--- config.mk ---
export PLATFORM = sky130hd
export DESIGN_NAME = wb_master_arbiter
export DESIGN_NICKNAME = d
export VERILOG_FILES = /design/src/rtl/global_pkg.sv /design/src/rtl/rr_priority_encoder.sv /design/src/rtl/wb_master_arbiter.sv
export SDC_FILE = /design/constraint.sdc
export NUM_CORES = 1
export LEC_CHECK = 0
export ABC_AREA = 1
export BUFFER_PORTS_ARGS = -buffer_cell sky130_fd_sc_hd__buf_2
export CORE_AREA = 2 2 106 108
export CTS_BUF_LIST = sky130_fd_sc_hd__clkbuf_16
export CTS_CLUSTER_DIAMETER = 30
export DETAILED_ROUTE_END_ITERATION = 10
export DIE_AREA = 0 0 108 110
export GPL_ROUTABILITY_DRIVEN = 0
export PLACE_DENSITY = 0.52
export SLEW_MARGIN = 30
export SYNTH_ARGS = -nofsm -noshare
export SYNTH_HDL_FRONTEND = slang
export SYNTH_SLANG_ARGS = --single-unit
--- constraint.sdc ---
create_clock -name clk -period 1.7 [get_ports clk]
set_input_delay 0.085 -clock clk [delete_from_list [all_inputs] [get_ports clk]]
set_output_delay 0.085 -clock clk [all_outputs]
set_load 0.02 [all_outputs]
--- src/rtl/global_pkg.sv ---
// Shared types and constants for the Wishbone master-side arbitration path.
// Imported by the arbiter and its helper blocks.
package global_pkg;

  typedef enum logic [1:0] {
    ARB_IDLE,
    ARB_OWN,
    ARB_TERM
  } arb_state_t;

  // Same reply cross_bar gives for an unmapped address
  localparam logic [31:0] WB_ERR_DATA = 32'h0000_0000;

  typedef struct packed {
    logic        cyc;
    logic        stb;
    logic        we;
    logic [31:0] adr;
    logic [31:0] dat;
  } wb_req_t;

  localparam wb_req_t WB_REQ_IDLE = '0;

endpackage

--- src/rtl/rr_priority_encoder.sv ---
// Round-robin pick: first set req bit after last_ptr, wrapping modulo N_MASTER.
// Purely combinational.
module rr_priority_encoder #(
  parameter int N_MASTER = 2,
  parameter int GW       = (N_MASTER > 1) ? $clog2(N_MASTER) : 1
) (
  input  logic [N_MASTER-1:0] req,
  input  logic [GW-1:0]       last_ptr,
  output logic                any,
  output logic [GW-1:0]       idx
);

  // Scan farthest-first so the nearest requester overwrites last
  always_comb begin
    any = |req;
    idx = '0;
    for (int k = N_MASTER; k >= 1; k--) begin
      for (int i = 0; i < N_MASTER; i++) begin
        if (i == (int'(last_ptr) + k) % N_MASTER && req[i])
          idx = GW'(i);
      end
    end
  end

endmodule

--- src/rtl/wb_master_arbiter.sv ---
// Round-robin Wishbone B4 master arbiter in front of cross_bar,
// with a watchdog that error-terminates unacknowledged strobes.
module wb_master_arbiter
  import global_pkg::*;
#(
  parameter int N_MASTER       = 2,
  parameter int TIMEOUT_CYCLES = 255,
  parameter int GW             = (N_MASTER > 1) ? $clog2(N_MASTER) : 1
) (
  input  logic                   clk,
  input  logic                   rst,
  input  logic [N_MASTER-1:0]    m_cyc,
  input  logic [N_MASTER-1:0]    m_stb,
  input  logic [N_MASTER-1:0]    m_we,
  input  logic [N_MASTER*32-1:0] m_adr,
  input  logic [N_MASTER*32-1:0] m_dat_o,
  output logic [31:0]            m_dat_i,
  output logic [N_MASTER-1:0]    m_ack,
  output logic                   s_cyc,
  output logic                   s_stb,
  output logic                   s_we,
  output logic [31:0]            s_adr,
  output logic [31:0]            s_dat_o,
  input  logic [31:0]            s_dat_i,
  input  logic                   s_ack,
  output logic                   grant_valid,
  output logic [GW-1:0]          grant_idx,
  output logic                   timeout_err
);

  localparam int WDW =
    (TIMEOUT_CYCLES > 0) ? $clog2(TIMEOUT_CYCLES + 1) : 1;
  localparam logic [WDW-1:0] WD_LAST =
    WDW'((TIMEOUT_CYCLES > 0) ? TIMEOUT_CYCLES - 1 : 0);
  localparam logic [GW-1:0] PTR_INIT = GW'(N_MASTER - 1);

  arb_state_t     state;
  logic [GW-1:0]  last_ptr;
  logic [WDW-1:0] wd_cnt;
  wb_req_t        own;
  logic           rr_any;
  logic [GW-1:0]  rr_idx;
  logic           wd_on;
  logic           wd_stall;
  logic           wd_expire;

  rr_priority_encoder #(
    .N_MASTER (N_MASTER),
    .GW       (GW)
  ) u_rr (
    .req      (m_cyc),
    .last_ptr (last_ptr),
    .any      (rr_any),
    .idx      (rr_idx)
  );

  always_comb begin
    own = WB_REQ_IDLE;
    for (int i = 0; i < N_MASTER; i++) begin
      if (grant_idx == GW'(i)) begin
        own.cyc = m_cyc[i];
        own.stb = m_stb[i];
        own.we  = m_we[i];
        own.adr = m_adr[32*i +: 32];
        own.dat = m_dat_o[32*i +: 32];
      end
    end
  end

  assign wd_on     = TIMEOUT_CYCLES > 0;
  assign wd_stall  = wd_on && own.stb && !s_ack;
  assign wd_expire = wd_stall && (wd_cnt == WD_LAST);

  always_ff @(posedge clk or negedge rst) begin
    if (!rst) begin
      state       <= ARB_IDLE;
      grant_valid <= 1'b0;
      grant_idx   <= '0;
      last_ptr    <= PTR_INIT;
      wd_cnt      <= '0;
      timeout_err <= 1'b0;
    end else begin
      timeout_err <= 1'b0;
      unique case (state)
        ARB_IDLE: begin
          wd_cnt <= '0;
          if (rr_any) begin
            grant_idx   <= rr_idx;
            grant_valid <= 1'b1;
            state       <= ARB_OWN;
          end
        end
        ARB_OWN: begin
          if (!own.cyc) begin
            state       <= ARB_IDLE;
            last_ptr    <= grant_idx;
            grant_valid <= 1'b0;
            wd_cnt      <= '0;
          end else if (wd_expire) begin
            state       <= ARB_TERM;
            wd_cnt      <= '0;
            timeout_err <= 1'b1;
          end else if (wd_stall) begin
            wd_cnt <= wd_cnt + WDW'(1);
          end else begin
            wd_cnt <= '0;
          end
        end
        ARB_TERM: begin
          state  <= ARB_OWN;
          wd_cnt <= '0;
        end
        default: state <= ARB_IDLE;
      endcase
    end
  end

  // Bus side follows state directly so an async reset clears it at once
  always_comb begin
    s_cyc   = 1'b0;
    s_stb   = 1'b0;
    s_we    = 1'b0;
    s_adr   = '0;
    s_dat_o = '0;
    m_dat_i = '0;
    m_ack   = '0;
    unique case (state)
      ARB_OWN: begin
        s_cyc   = own.cyc;
        s_stb   = own.stb;
        s_we    = own.we;
        s_adr   = own.adr;
        s_dat_o = own.dat;
        m_dat_i = s_dat_i;
        for (int i = 0; i < N_MASTER; i++)
          m_ack[i] = (grant_idx == GW'(i)) && s_ack;
      end
      ARB_TERM: begin
        s_cyc   = 1'b1;
        s_we    = own.we;
        s_adr   = own.adr;
        s_dat_o = own.dat;
        m_dat_i = WB_ERR_DATA;
        for (int i = 0; i < N_MASTER; i++)
          m_ack[i] = grant_idx == GW'(i);
      end
      default: ;
    endcase
  end

endmodule

### After elaboration in Yosys (flattened, before gate mapping)

Cells that the tools add are included.
W data, S select, Z words.

| operators by class | value |
|---|---|
| $add $sub $neg | 3 |
| $mul | 0 |
| div/mod/pow operators | 0 |
| order comparisons | 0 |
| equal/unequal tests | 8 |
| shift operators | 0 |
| mux-type cells | 25 |
| bitwise logic cells | 4 |
| reduce and logical (&&, ||, !) cells | 19 |

Operators with widths:

| cell | count |
|---|---|
| $mux W32 | 3 |
| $mux W67 | 1 |
| $logic_not A32 Y1 | 1 |
| $mux W8 | 3 |
| $pmux W8 S2 | 1 |
| $mux W1 | 10 |
| $add A8 B1 Y8 const B | 1 |
| $eq A8 B8 Y1 const B | 1 |
| $logic_and A1 B1 Y1 | 7 |
| $mux W2 | 3 |
| $pmux W2 S3 | 1 |
| $reduce_and A2 Y1 | 3 |
| $reduce_or A2 Y1 | 3 |
| $eq A2 B2 Y1 const A | 2 |
| $ne A2 B2 Y1 const B | 2 |
| $pmux W1 S2 | 2 |
| $pmux W2 S2 | 1 |
| $reduce_bool A2 Y1 | 2 |
| $ne A3 B3 Y1 const B | 1 |
| $reduce_and A3 Y1 | 1 |
| $add A1 B1 Y1 const B | 2 |
| $and A1 B1 Y1 const A | 2 |
| $eq A2 B1 Y1 const B | 1 |
| $eq A2 B2 Y1 const B | 1 |
| 3 further kinds | 4 |

| word-level totals | value |
|---|---|
| bits in registers | 14 |
| latch bits | 0 |
| RAM bits | 0 |
| bits in read-only memories | 0 |
| input bits | 169 |
| output and inout port bits | 104 |
| logic and storage cells | 65 |
| memories kept | 0 |

### Depth between registers and ports, before layout

| depth | value |
|---|---|
| depth in word-level cells | 7 |
| mapped depth | 11 |
| mapped depth without buffers | 11 |

### By module

Synthesis repeated with hierarchy kept, for this count alone.

| second synthesis, totals | value |
|---|---|
| cells, all modules | 400 |
| area, all modules | 2059.5 sq um |

Modules (own cells, without submodules):

| module | times used | cells an instance | area each (sq um) | seq. area each (sq um) |
|---|---|---|---|---|
| wb_master_arbiter | 1 | 397 | 2044.5 | 351.6 |
| rr_priority_encoder | 1 | 3 | 15.0 | 0.0 |

### Least setup slack after synthesis

OpenSTA, ideal clock, no wires.

| timing path | value |
|---|---|
| path type | register to output |
| from | register state[0] |
| to | output s_adr[0] |
| arrival time | 1591 ps |
| required time | 1615 ps |
| setup slack | 24 ps |
| stages on the path, launching flop included | 7 |
| path buffers | 2 |
| cell sequence | dfrtp_1 -> inv_1 -> ha_1 -> clkbuf_1 -> clkbuf_1 -> o21ai_0 -> nor2_1 |

| between the ends | value |
|---|---|
| cells in the longest elaborated chain, start to end | 3 |
| elaborated cells between the ends (all ways) | 4 |
| those cells by class | eq/ne: 2; mux: 1; reduce/logical: 1 |

RTL lines:

| item | RTL line | RTL |
|---|---|---|
| start: declaration | wb_master_arbiter.sv:37 | `arb_state_t state;` |
| start signal: assignment | wb_master_arbiter.sv:76 | `state <= ARB_IDLE;` |
| start signal: assignment | wb_master_arbiter.sv:90 | `state <= ARB_OWN;` |
| start signal: assignment | wb_master_arbiter.sv:95 | `state <= ARB_IDLE;` |
| $eq A2 B2 Y1 or $eq A2 B1 Y1 (tied branches) | wb_master_arbiter.sv:127 | `unique case (state)` |
| $reduce_or A2 Y1 (no line) (*) | n/a |  |
| $mux W32 (*) | wb_master_arbiter.sv:127 |  |
| end: declaration | wb_master_arbiter.sv:22 | `output logic [31:0] s_adr,` |

Every way passes the cells marked *; elsewhere a longest branch is shown, timed or not.

### Final worst setup path

| timing path | value |
|---|---|
| from | register state[0] |
| to | output s_dat_o[9] |

| between the ends | value |
|---|---|
| cells in the longest elaborated chain, start to end | 3 |
| elaborated cells between the ends (all ways) | 4 |
| those cells by class | eq/ne: 2; mux: 1; reduce/logical: 1 |

RTL lines:

| item | RTL line | RTL |
|---|---|---|
| $eq A2 B2 Y1 or $eq A2 B1 Y1 (tied branches) | wb_master_arbiter.sv:127 |  |
| $reduce_or A2 Y1 (no line) (*) | n/a |  |
| $mux W32 (*) | wb_master_arbiter.sv:127 |  |
| end: declaration | wb_master_arbiter.sv:23 | `output logic [31:0] s_dat_o,` |

Marked as above.

==> flow_summary.ini <==
[finish]
multiInputGateArea_sq_mm = 0.00148
drive_gt1_frac = 0.468
syn_to_final_growth_pct = 95.5
fin_nets = 857
n_fill_cell = 1174
regArea_sq_um = 353
antenna_cells = 0

[worst_setup_path]
crit_buf_inv = 4
critPathLaunch = state[0]$_DFFE_PN0P_
start_kind = flop
cp-endpoint = s_dat_o[9]
reg2reg_depth = 10
arrival_ns = 1.65
crit_required_ns = 1.62
crit_family = buffers and inverters
worst-path-stages = 7
endpoint_kind = primary output
worstReg2RegEnd = wd_cnt[1]$_DFFE_PN0P_
r2r-start = state[1]$_DFFE_PN0P_
cpPeakStageDelay_ns = 0.36
cp_max_fo = 7
slowest_stage = dfrtp_1
cp_cell_sequence = inv_2 > ha_4 > buf_12 > clkbuf_16 > o21ai_0 > nor2_1 > buf_4
worstSetupPathType = reg -> out
r2r_slack_ns = 0.15

[sta]
hold_ws_ns = 0.0849
tightest_slew_ns = 0.359
rsz0062_at_grt = yes
fin_tns_setup_ns = -0.239
finalCritPeriodShare = 1.02
skew_ns = 0.00195
slew_violations = 0
post-route-worst-setup-slack_ns = -0.0318
setup_viol = 11
period_minus_slack_ns = 1.73
maxSlewHeadroom = 0.761
fmax_mhz = 577
report.final.hold_viol_count = 0

[synthesis]
synthMuxAreaShare = 0
yosysTopAreaCellShare = 0.245
synth-simple-area-share = 0.454
synth-seq-cells = 14
synth_top_family_by_area = simple AND/OR/NAND/NOR gates
yosysSeqAreaShare = 0.168
syn_nets = 585
yosys.area_share.adder = 0.0358
ys_types = 26
ys_top_cells_by_area = nor2_1 25%, o21ai_0 17%, dfrtp_1 16%, nand2_1 13%, inv_1 8.6%
synthCells = 410
synth_area_per_cell_sq_um = 5.11
synth_area_sq_mm = 0.00210
synth-compound-area-share = 0.190
synth_area_leader_cell = nor2_1
yosys.area_share.xor_xnor = 0.00836
yosysWarnings = 0

[global_routing]
grtUsageMet1 = 0.177
grt-ovfl-total = 0
grt.busiest_layer = met2
use_met2 = 0.322
grt_max_degree = 43
grt_pass1_wl_um = 15400
grt_usage = 0.163
grt_pass1_vias = 3214
use_met3 = 0.0276
antenna_found_initial = 0

[routing]
dr.pass1.iters = 4
drc = 0
first_iter_violations = 246
drt-total-wl_um = 11000
vias_per_cell = 4.44
ant_nets = 0
routed-via-count = 3647
wl_per_cell_um = 13.4

[cts]
cts.clk_slew.worst_paths_ns = 0.05
ctsRootBufferMaster = clkbuf_16
clock_path_buffers = 2
clkLatencyLatePin_ns = 0.25
cts_max_level = 1
cts_tree = built
cts.sinks = 14
cts_buffers = 3

[place]
portBuffers = 272
hpwl_um = 8350

[die]
die_h_um = 110
core_sq_mm = 0.0107
die_w_um = 108
start_util = 0.196
ioPinCount = 273
num_rows = 38
die_area_sq_mm = 0.0119

[min_path]
min_path_type = in -> reg

[run_status]
violations = setup timing
status = finished, violations left

[power_and_ir_drop]
ir_worst_vdd_v = 0.000709
power_mw = 7.01
power_density_mw_per_mm2 = 1710
p_leak_nw = 2.54

[run]
maxCapViolations = 0
==> worst register-to-register path, delay by kind of cell, from the launching register on <==
family	cells	cell delay, ns
buf+inv	4	0.39
fa+ha+maj	1	0.18
flops	1	0.38
simple gates	5	0.53
==> worst min-delay path by stage <==
stage	start	cells after the start	slack [ns]	end
after CTS	m_cyc[1]	3	0.09	grant_idx$_DFFE_PN0P_
after detailed placement	rst	1	0.01	timeout_err$_DFF_PN0_
after floorplan	rst	0	-0.21	grant_idx$_DFFE_PN0P_
after global routing	m_cyc[1]	3	0.10	grant_idx$_DFFE_PN0P_
after global placement	rst	1	0.007	timeout_err$_DFF_PN0_
final	m_cyc[1]	3	0.08	grant_idx$_DFFE_PN0P_
==> report_power, final <==
part	switching, mW	internal, mW
Clock	0.148	0.312
Sequential	0.0490	0.400
Combinational	3.68	2.42
Total	3.87	3.13
==> flip-flops by register name (all words and copies together) (netlist names) <==
signal / flops
wd_cnt: 8
state: 2
grant_idx: 1
grant_valid: 1
last_ptr: 1
timeout_err: 1
==> synth_stat cells, drive strengths merged <==
master,n
nor3,1
xnor2,1
a31oi,1
dfstp,1
nand2,73
inv,51
xor2,1
ha,6
nand4,4
o21ai,71
clkbuf,20
nand3,11
a21oi,6
nor2,142
nand3b,2
dfrtp,13
buf,5
o21a,1
==> through the flow <==
stage	area [sq um]	setup WS (ns)	cells	util
CTS	3860	-0.0380	817	0.361
detailed placement	3610	0.0728	805	0.338
finish	4100	-0.0318	821	0.383
floorplan	2100	0.0236	410	-
global route	4100	-0.109	821	0.383
global placement	3610	0.0945	805	0.338
==> metal layers <==
metal  part of all wire  routed length (um)
met1               0.37                4100
met5                  0                   0
met2               0.50                5490
met3              0.096                1050
met4              0.029                 322
==> cell families after synthesis <==
family,Yosys count
AND/OR/NAND/NOR,233
flip-flops,14
buffers and inverters,76
adder cells (fa/ha/maj),6
AO/OA/AOI/OAI,79
XOR/XNOR,2
==> layout make-up <==
class	count	share of cell area
clock buffer	3	0.0183
clock inverter	1	0.000916
inverter	51	0.0473
multi-input combinational	320	0.361
sequential	14	0.0861
tap	140	0.0427
timing repair buffer	292	0.444
==> what timing repair did <==
item	CTS	global route
hold endpoints to repair	13	0
cloned	2	2
setup buffers	5	2
hold buffers	1	0
pin swaps	3	18
endpoints found under the setup margin	57	75
gates resized for setup	24	82
==> cell usage in the layout, fill, tap and decap left out, types with 2 or more instances in the layout <==
master	n
nor2_1	135
dfrtp_1	12
inv_1	44
buf_16	2
nand3b_1	2
buf_4	72
o21ai_0	53
buf_2	206
ha_1	3
nand4_1	4
nand2_4	2
inv_2	6
clkbuf_16	5
nor2_2	4
buf_12	3
nand3_1	10
o21ai_2	2
nor2_4	3
ha_2	2
o21ai_1	16
a21oi_1	6
buf_6	5
nand2_1	70
Note: power is estimated with default switching activity, not from simulation.
